==> src/rtl/apb5_rr_requester_arbiter.sv <==
// Round-robin arbiter sharing one APB5 requester port among NUM_REQ command sources.
// Sequences IDLE/SETUP/ACCESS, returns responses to the winner and bounds PREADY stalls.
module apb5_rr_requester_arbiter #(
   parameter int NUM_REQ        = 4,
   parameter int ADDR_WIDTH     = 32,
   parameter int DATA_WIDTH     = 32,
   parameter int USER_REQ_WIDTH = 8,
   parameter int TIMEOUT_CYCLES = 256
) (
   input  logic                              pclk,
   input  logic                              presetn,
   input  logic [NUM_REQ-1:0]                req_valid,
   output logic [NUM_REQ-1:0]                req_ready,
   input  logic [NUM_REQ*ADDR_WIDTH-1:0]     req_addr,
   input  logic [NUM_REQ-1:0]                req_write,
   input  logic [NUM_REQ*DATA_WIDTH-1:0]     req_wdata,
   input  logic [NUM_REQ*(DATA_WIDTH/8)-1:0] req_strb,
   input  logic [NUM_REQ*3-1:0]              req_prot,
   output logic [NUM_REQ-1:0]                rsp_valid,
   output logic [DATA_WIDTH-1:0]             rsp_rdata,
   output logic                              rsp_slverr,
   output logic                              rsp_timeout,
   output logic [ADDR_WIDTH-1:0]             paddr,
   output logic [2:0]                        pprot,
   output logic                              pselx,
   output logic                              penable,
   output logic                              pwrite,
   output logic [DATA_WIDTH-1:0]             pwdata,
   output logic [DATA_WIDTH/8-1:0]           pstrb,
   output logic                              pwakeup,
   output logic [USER_REQ_WIDTH-1:0]         pauser,
   input  logic                              pready,
   input  logic [DATA_WIDTH-1:0]             prdata,
   input  logic                              pslverr
);

   localparam int STRB_W = DATA_WIDTH / 8;
   localparam int IDX_W  = $clog2(NUM_REQ);
   localparam int CNT_W  = (TIMEOUT_CYCLES > 0) ? $clog2(TIMEOUT_CYCLES + 1) : 1;
   localparam logic             TMO_EN   = (TIMEOUT_CYCLES != 0);
   localparam logic [IDX_W-1:0] LAST_IDX = IDX_W'(NUM_REQ - 1);
   localparam logic [CNT_W-1:0] TMO_LAST = (TIMEOUT_CYCLES > 0) ? CNT_W'(TIMEOUT_CYCLES - 1) : '0;

   typedef enum logic [1:0] {
      ST_IDLE   = 2'd0,
      ST_SETUP  = 2'd1,
      ST_ACCESS = 2'd2
   } state_t;

   state_t           state_r;
   state_t           state_nxt_s;
   logic [IDX_W-1:0] ptr_r;
   logic [IDX_W-1:0] owner_r;
   logic [CNT_W-1:0] tmo_cnt_r;
   logic [IDX_W-1:0] grant_idx_s;
   logic [IDX_W-1:0] cand_idx_s;
   logic             grant_found_s;
   logic             arb_cycle_s;
   logic             accept_s;
   logic             done_s;
   logic             tmo_hit_s;
   logic             stall_s;

   assign done_s      = (state_r == ST_ACCESS) && pready;
   assign arb_cycle_s = (state_r == ST_IDLE) || done_s;
   assign accept_s    = arb_cycle_s && grant_found_s;
   assign tmo_hit_s   = TMO_EN && (state_r == ST_ACCESS) && !pready && (tmo_cnt_r == TMO_LAST);
   assign stall_s     = TMO_EN && (state_r == ST_ACCESS) && !pready && !tmo_hit_s;

   // Round-robin search: first valid source at or after the pointer, wrapping
   always_comb begin
      grant_idx_s   = '0;
      grant_found_s = 1'b0;
      cand_idx_s    = '0;
      for (int i = 0; i < NUM_REQ; i++) begin
         cand_idx_s = IDX_W'((int'(ptr_r) + i) % NUM_REQ);
         if (!grant_found_s && req_valid[cand_idx_s]) begin
            grant_idx_s   = cand_idx_s;
            grant_found_s = 1'b1;
         end else begin
            grant_found_s = grant_found_s;
         end
      end
   end

   // Grant strobe is combinational so the source sees acceptance in the same cycle
   always_comb begin
      req_ready = '0;
      if (accept_s) begin
         req_ready[grant_idx_s] = 1'b1;
      end else begin
         req_ready = '0;
      end
   end

   // Next-state decode for the APB transfer sequencer
   always_comb begin
      state_nxt_s = state_r;
      case (state_r)
         ST_IDLE: begin
            if (accept_s) begin
               state_nxt_s = ST_SETUP;
            end else begin
               state_nxt_s = ST_IDLE;
            end
         end
         ST_SETUP: begin
            state_nxt_s = ST_ACCESS;
         end
         ST_ACCESS: begin
            if (done_s) begin
               state_nxt_s = accept_s ? ST_SETUP : ST_IDLE;
            end else if (tmo_hit_s) begin
               state_nxt_s = ST_IDLE;
            end else begin
               state_nxt_s = ST_ACCESS;
            end
         end
         default: begin
            state_nxt_s = ST_IDLE;
         end
      endcase
   end

   // Registered APB outputs, response pulse, RR pointer and stall counter
   always_ff @(posedge pclk) begin
      if (!presetn) begin
         state_r     <= ST_IDLE;
         ptr_r       <= '0;
         owner_r     <= '0;
         tmo_cnt_r   <= '0;
         pselx       <= 1'b0;
         penable     <= 1'b0;
         pwrite      <= 1'b0;
         paddr       <= '0;
         pwdata      <= '0;
         pstrb       <= '0;
         pprot       <= 3'd0;
         pauser      <= '0;
         pwakeup     <= 1'b0;
         rsp_valid   <= '0;
         rsp_rdata   <= '0;
         rsp_slverr  <= 1'b0;
         rsp_timeout <= 1'b0;
      end else begin
         state_r     <= state_nxt_s;
         pwakeup     <= (|req_valid) | pselx;
         rsp_valid   <= '0;
         rsp_rdata   <= '0;
         rsp_slverr  <= 1'b0;
         rsp_timeout <= 1'b0;

         if (done_s) begin
            rsp_valid[owner_r] <= 1'b1;
            rsp_rdata          <= pwrite ? '0 : prdata;
            rsp_slverr         <= pslverr;
         end else if (tmo_hit_s) begin
            rsp_valid[owner_r] <= 1'b1;
            rsp_slverr         <= 1'b1;
            rsp_timeout        <= 1'b1;
         end

         if (accept_s) begin
            pselx     <= 1'b1;
            penable   <= 1'b0;
            pwrite    <= req_write[grant_idx_s];
            paddr     <= req_addr[grant_idx_s*ADDR_WIDTH +: ADDR_WIDTH];
            pwdata    <= req_wdata[grant_idx_s*DATA_WIDTH +: DATA_WIDTH];
            // reads drive all-zero strobes on the bus
            pstrb     <= req_write[grant_idx_s] ? req_strb[grant_idx_s*STRB_W +: STRB_W] : '0;
            pprot     <= req_prot[grant_idx_s*3 +: 3];
            pauser    <= USER_REQ_WIDTH'(grant_idx_s);
            owner_r   <= grant_idx_s;
            ptr_r     <= (grant_idx_s == LAST_IDX) ? '0 : grant_idx_s + IDX_W'(1);
            tmo_cnt_r <= '0;
         end else if (done_s || tmo_hit_s) begin
            pselx   <= 1'b0;
            penable <= 1'b0;
         end else if (state_r == ST_SETUP) begin
            penable <= 1'b1;
         end else if (stall_s) begin
            tmo_cnt_r <= tmo_cnt_r + CNT_W'(1);
         end
      end
   end

endmodule

==> config.mk <==
export PLATFORM = sky130hd
export DESIGN_NAME = apb5_rr_requester_arbiter
export DESIGN_NICKNAME = d
export VERILOG_FILES = /design/src/rtl/apb5_rr_requester_arbiter.sv
export SDC_FILE = /design/constraint.sdc
export NUM_CORES = 1
export LEC_CHECK = 0
export CORE_AREA = 2 2 178 180
export CTS_CLUSTER_DIAMETER = 40
export DETAILED_ROUTE_END_ITERATION = 16
export DIE_AREA = 0 0 180 182
export SLEW_MARGIN = 20
export SYNTH_ARGS = -nofsm -noshare
export SYNTH_HDL_FRONTEND = slang
export SYNTH_SLANG_ARGS = --single-unit
==> constraint.sdc <==
create_clock -name pclk -period 4.2 [get_ports pclk]
set_clock_uncertainty 0.15 [all_clocks]
set_input_delay 0.42 -clock pclk [delete_from_list [all_inputs] [get_ports pclk]]
set_output_delay 0.42 -clock pclk [all_outputs]
set_load 0.1 [all_outputs]
==> run metrics <==
Final nets about 1400; CTS Root Cell clkbuf_16; Clock Sinks 128; critical path data arrival time approximately 2.5 ns; delay-heaviest family, CP buffers and inverters; fin crit share around three quarters; Final Hold Vio Count 0; worst-path fanout max 41; dpl cells 1473; Post-Route WL 25800 um; CP Depth 7; M1 WL ~11000 um; Setup Total Neg Slack 0 ns; Yosys warnings 0; worst path cell trace mux2i_1 > nor2_1 > nor3_4 > buf_4 > ha_1 > and2_1 > buf_4; worst vdd ir 0.244 mV; first-pass GRT wire length roughly 39000 um; Final setup violation count 0; Post-DRT Antenna Nets 0; Lkg Pwr 4.58 nW; DR pass1 iterations 5; worst-skew pair later-pin latency ~0.41 ns; EDFF count, synth 0; Slew @ Worst Pin around 1.1 ns; hold slack between 0.3 and 0.4 ns; dominant cells by area after synthesis dfxtp_1 40%, mux2i_1 24%, a32o_1 11%; Critical path buffers and inverters 2; Vias/cell between 4 and 5; dpl hpwl 19700 um; CP max-delay cell dfxtp_1; Final Wtd Congestion ~0.80; run status finished, final reports clean; initial core utilization around a fifth; CTS Buf Count 17; fin crit period around 3.1 ns; Boundary Pins ~450; Tot GR Track Use between 10% and 20%; Final Max Slew Viols 0; max frequency between 300 and 400 MHz; kind of critical path reg -> out; cell taking the most area after synthesis dfxtp_1; Die Wd roughly 180 um; register area share after synthesis 39.9%; Worst-path clk slew 0.06 ns; path category of the worst min-delay check reg -> reg; CP most frequent cell buf_4; Row Count between 60 and 70; number of H-tree levels 4; CP required between 3 and 4 ns; vias in the first global route slightly below 7000; final core utilization a little under two fifths; Met3 Wirelength around 1800 um; count leader, synth mux2i_1; RSZ-0062 raised after global routing no; Mapped Area around 6400 sq um; top cells by count, synth 153 x mux2i_1, 140 x nand2_1, 128 x dfxtp_1, 71 x a32o_1, 38 x and2_1; headroom to the max-slew limit approximately 27%; post-CTS sizing 0; synthesized flop and latch total 128; Worst Reg-to-Reg Cells 7; Final Instance Count excl. Fillers 1505; Setup Fix Bufs, Post-CTS 0; port bufs around 450; Die ar. 32800 sq um; synth unique cells 37; Synth Area per Inst between 9 and 10 sq um; buffer levels on the longest clock path 2; max_cap viols 0; drt drc 0; initial antenna violation count 0; # hold bufs at CTS 0; met2 wire len 12800 um; Synth top area share around 40%; layout cell share with drive strength beyond 1 5.26%; TritonCTS clock tree yes; top_reg_cell synth dfxtp_1; core area 31000 sq um; First DRT Iteration DRCs ~240; GRT overflow 0; startpoint types flop; highest routed layer met4; slowest stage delay, CP roughly 0.46 ns; total vias in the final route 6545; Worst setup EP type output port; largest net degree at the start of global routing 74; Mapped Cells 666; Hold Path Cell Cnt 1; Die Ht roughly 180 um; diode count 0; DR WL/cell ~17 um; Async S/R FF share, synth 0%; PwrDens ~460 nW/um^2; Area growth, synth to finish 84.7%
[stage by stage]
step                      worst slack, ns  power [mW]  cell area [sq um]
after floorplan                      1.48        3.13               6440
after global placement               1.12        3.89              11200
after detailed placement             1.10        3.90              11200
after CTS                            1.06        5.51              11900
after global routing                0.977        5.69              11900
final                                1.12        5.44              11900
[worst reg2reg max path, cell delays in order, from the launching register on]
cell and delay (ns):
dfxtp_1 0.46, mux2i_1 0.23, nor2_1 0.08, nor3_4 0.24, buf_4 0.46, buf_4 0.54, mux2i_1 0.16, a32o_1 0.26
[worst paths after layout]
check | from | end | slack [ns]
setup / recovery | ptr_r[1] | req_ready[1] | 1.12
setup reg to reg | ptr_r[1] | pstrb[0] | 1.52
hold / removal | pwdata[15] | pwdata[15] | 0.31
hold reg to reg | pwdata[15] | pwdata[15] | 0.31
[flip-flops by register name (all words and copies together), names as in the netlist]
signal,flops
paddr,32
rsp_timeout,1
rsp_slverr,1
rsp_valid,4
rsp_rdata,32
state_r,2
pwrite,1
tmo_cnt_r,9
pstrb,4
penable,1
pprot,3
pwdata,32
pwakeup,1
ptr_r,2
owner_r,2
pselx,1
[per-layer routing]
| metal | global-route usage [%] | vias up |
|---|---|---|
| met5 | 0 | - |
| met4 | 3.58 | 0 |
| met3 | 4.49 | 20 |
| met2 | 26.7 | 289 |
| met1 | 18.4 | 3036 |
| li1 | - | 3200 |
[report_power, final]
part	leakage [nW]	total (mW)	switching, mW	internal [mW]
Clock	0.297	1.58	0.615	0.965
Combinational	3.23	2.43	1.58	0.848
Sequential	1.05	1.43	0.0771	1.35
[final cells by class]
type | count | area (sq um)
Fill cell | 3099 | 19100
Clock inverter | 13 | 174
Tap cell | 402 | 503
Clock buffer | 19 | 443
Multi-Input combinational cell | 478 | 3540
Timing Repair Buffer | 460 | 4610
Inverter | 5 | 21.3
Sequential cell | 128 | 2560
[cells by family after synthesis]
| group | after synthesis | share of synthesized area [%] |
|---|---|---|
| xor+xnor | 7 | 0.955 |
| buf+inv | 65 | 5.56 |
| compound gates | 85 | 12.5 |
| fa+ha+maj | 6 | 1.17 |
| other cells | 1 | 0.0584 |
| simple gates | 220 | 15.8 |
| mux | 154 | 24.1 |
| flops | 128 | 39.9 |
[cells in the final DEF, fill, tap and decap left out, types with 2 or more instances in the layout]
cell type	n
clkdlybuf4s50_1	442
mux2i_1	153
nand2_1	140
dfxtp_1	128
a32o_1	71
and2_1	37
clkbuf_16	17
nor2_1	16
buf_4	14
nor2b_1	7
a21oi_1	6
ha_1	6
conb_1	6
xor2_1	5
inv_6	5
inv_1	4
buf_12	4
nand3_1	3
nand2b_1	3
o21ai_0	3
bufinv_16	3
and3_1	2
xnor2_1	2
clkinvlp_4	2
No activity file was read; power rests on OpenSTA's default activity.
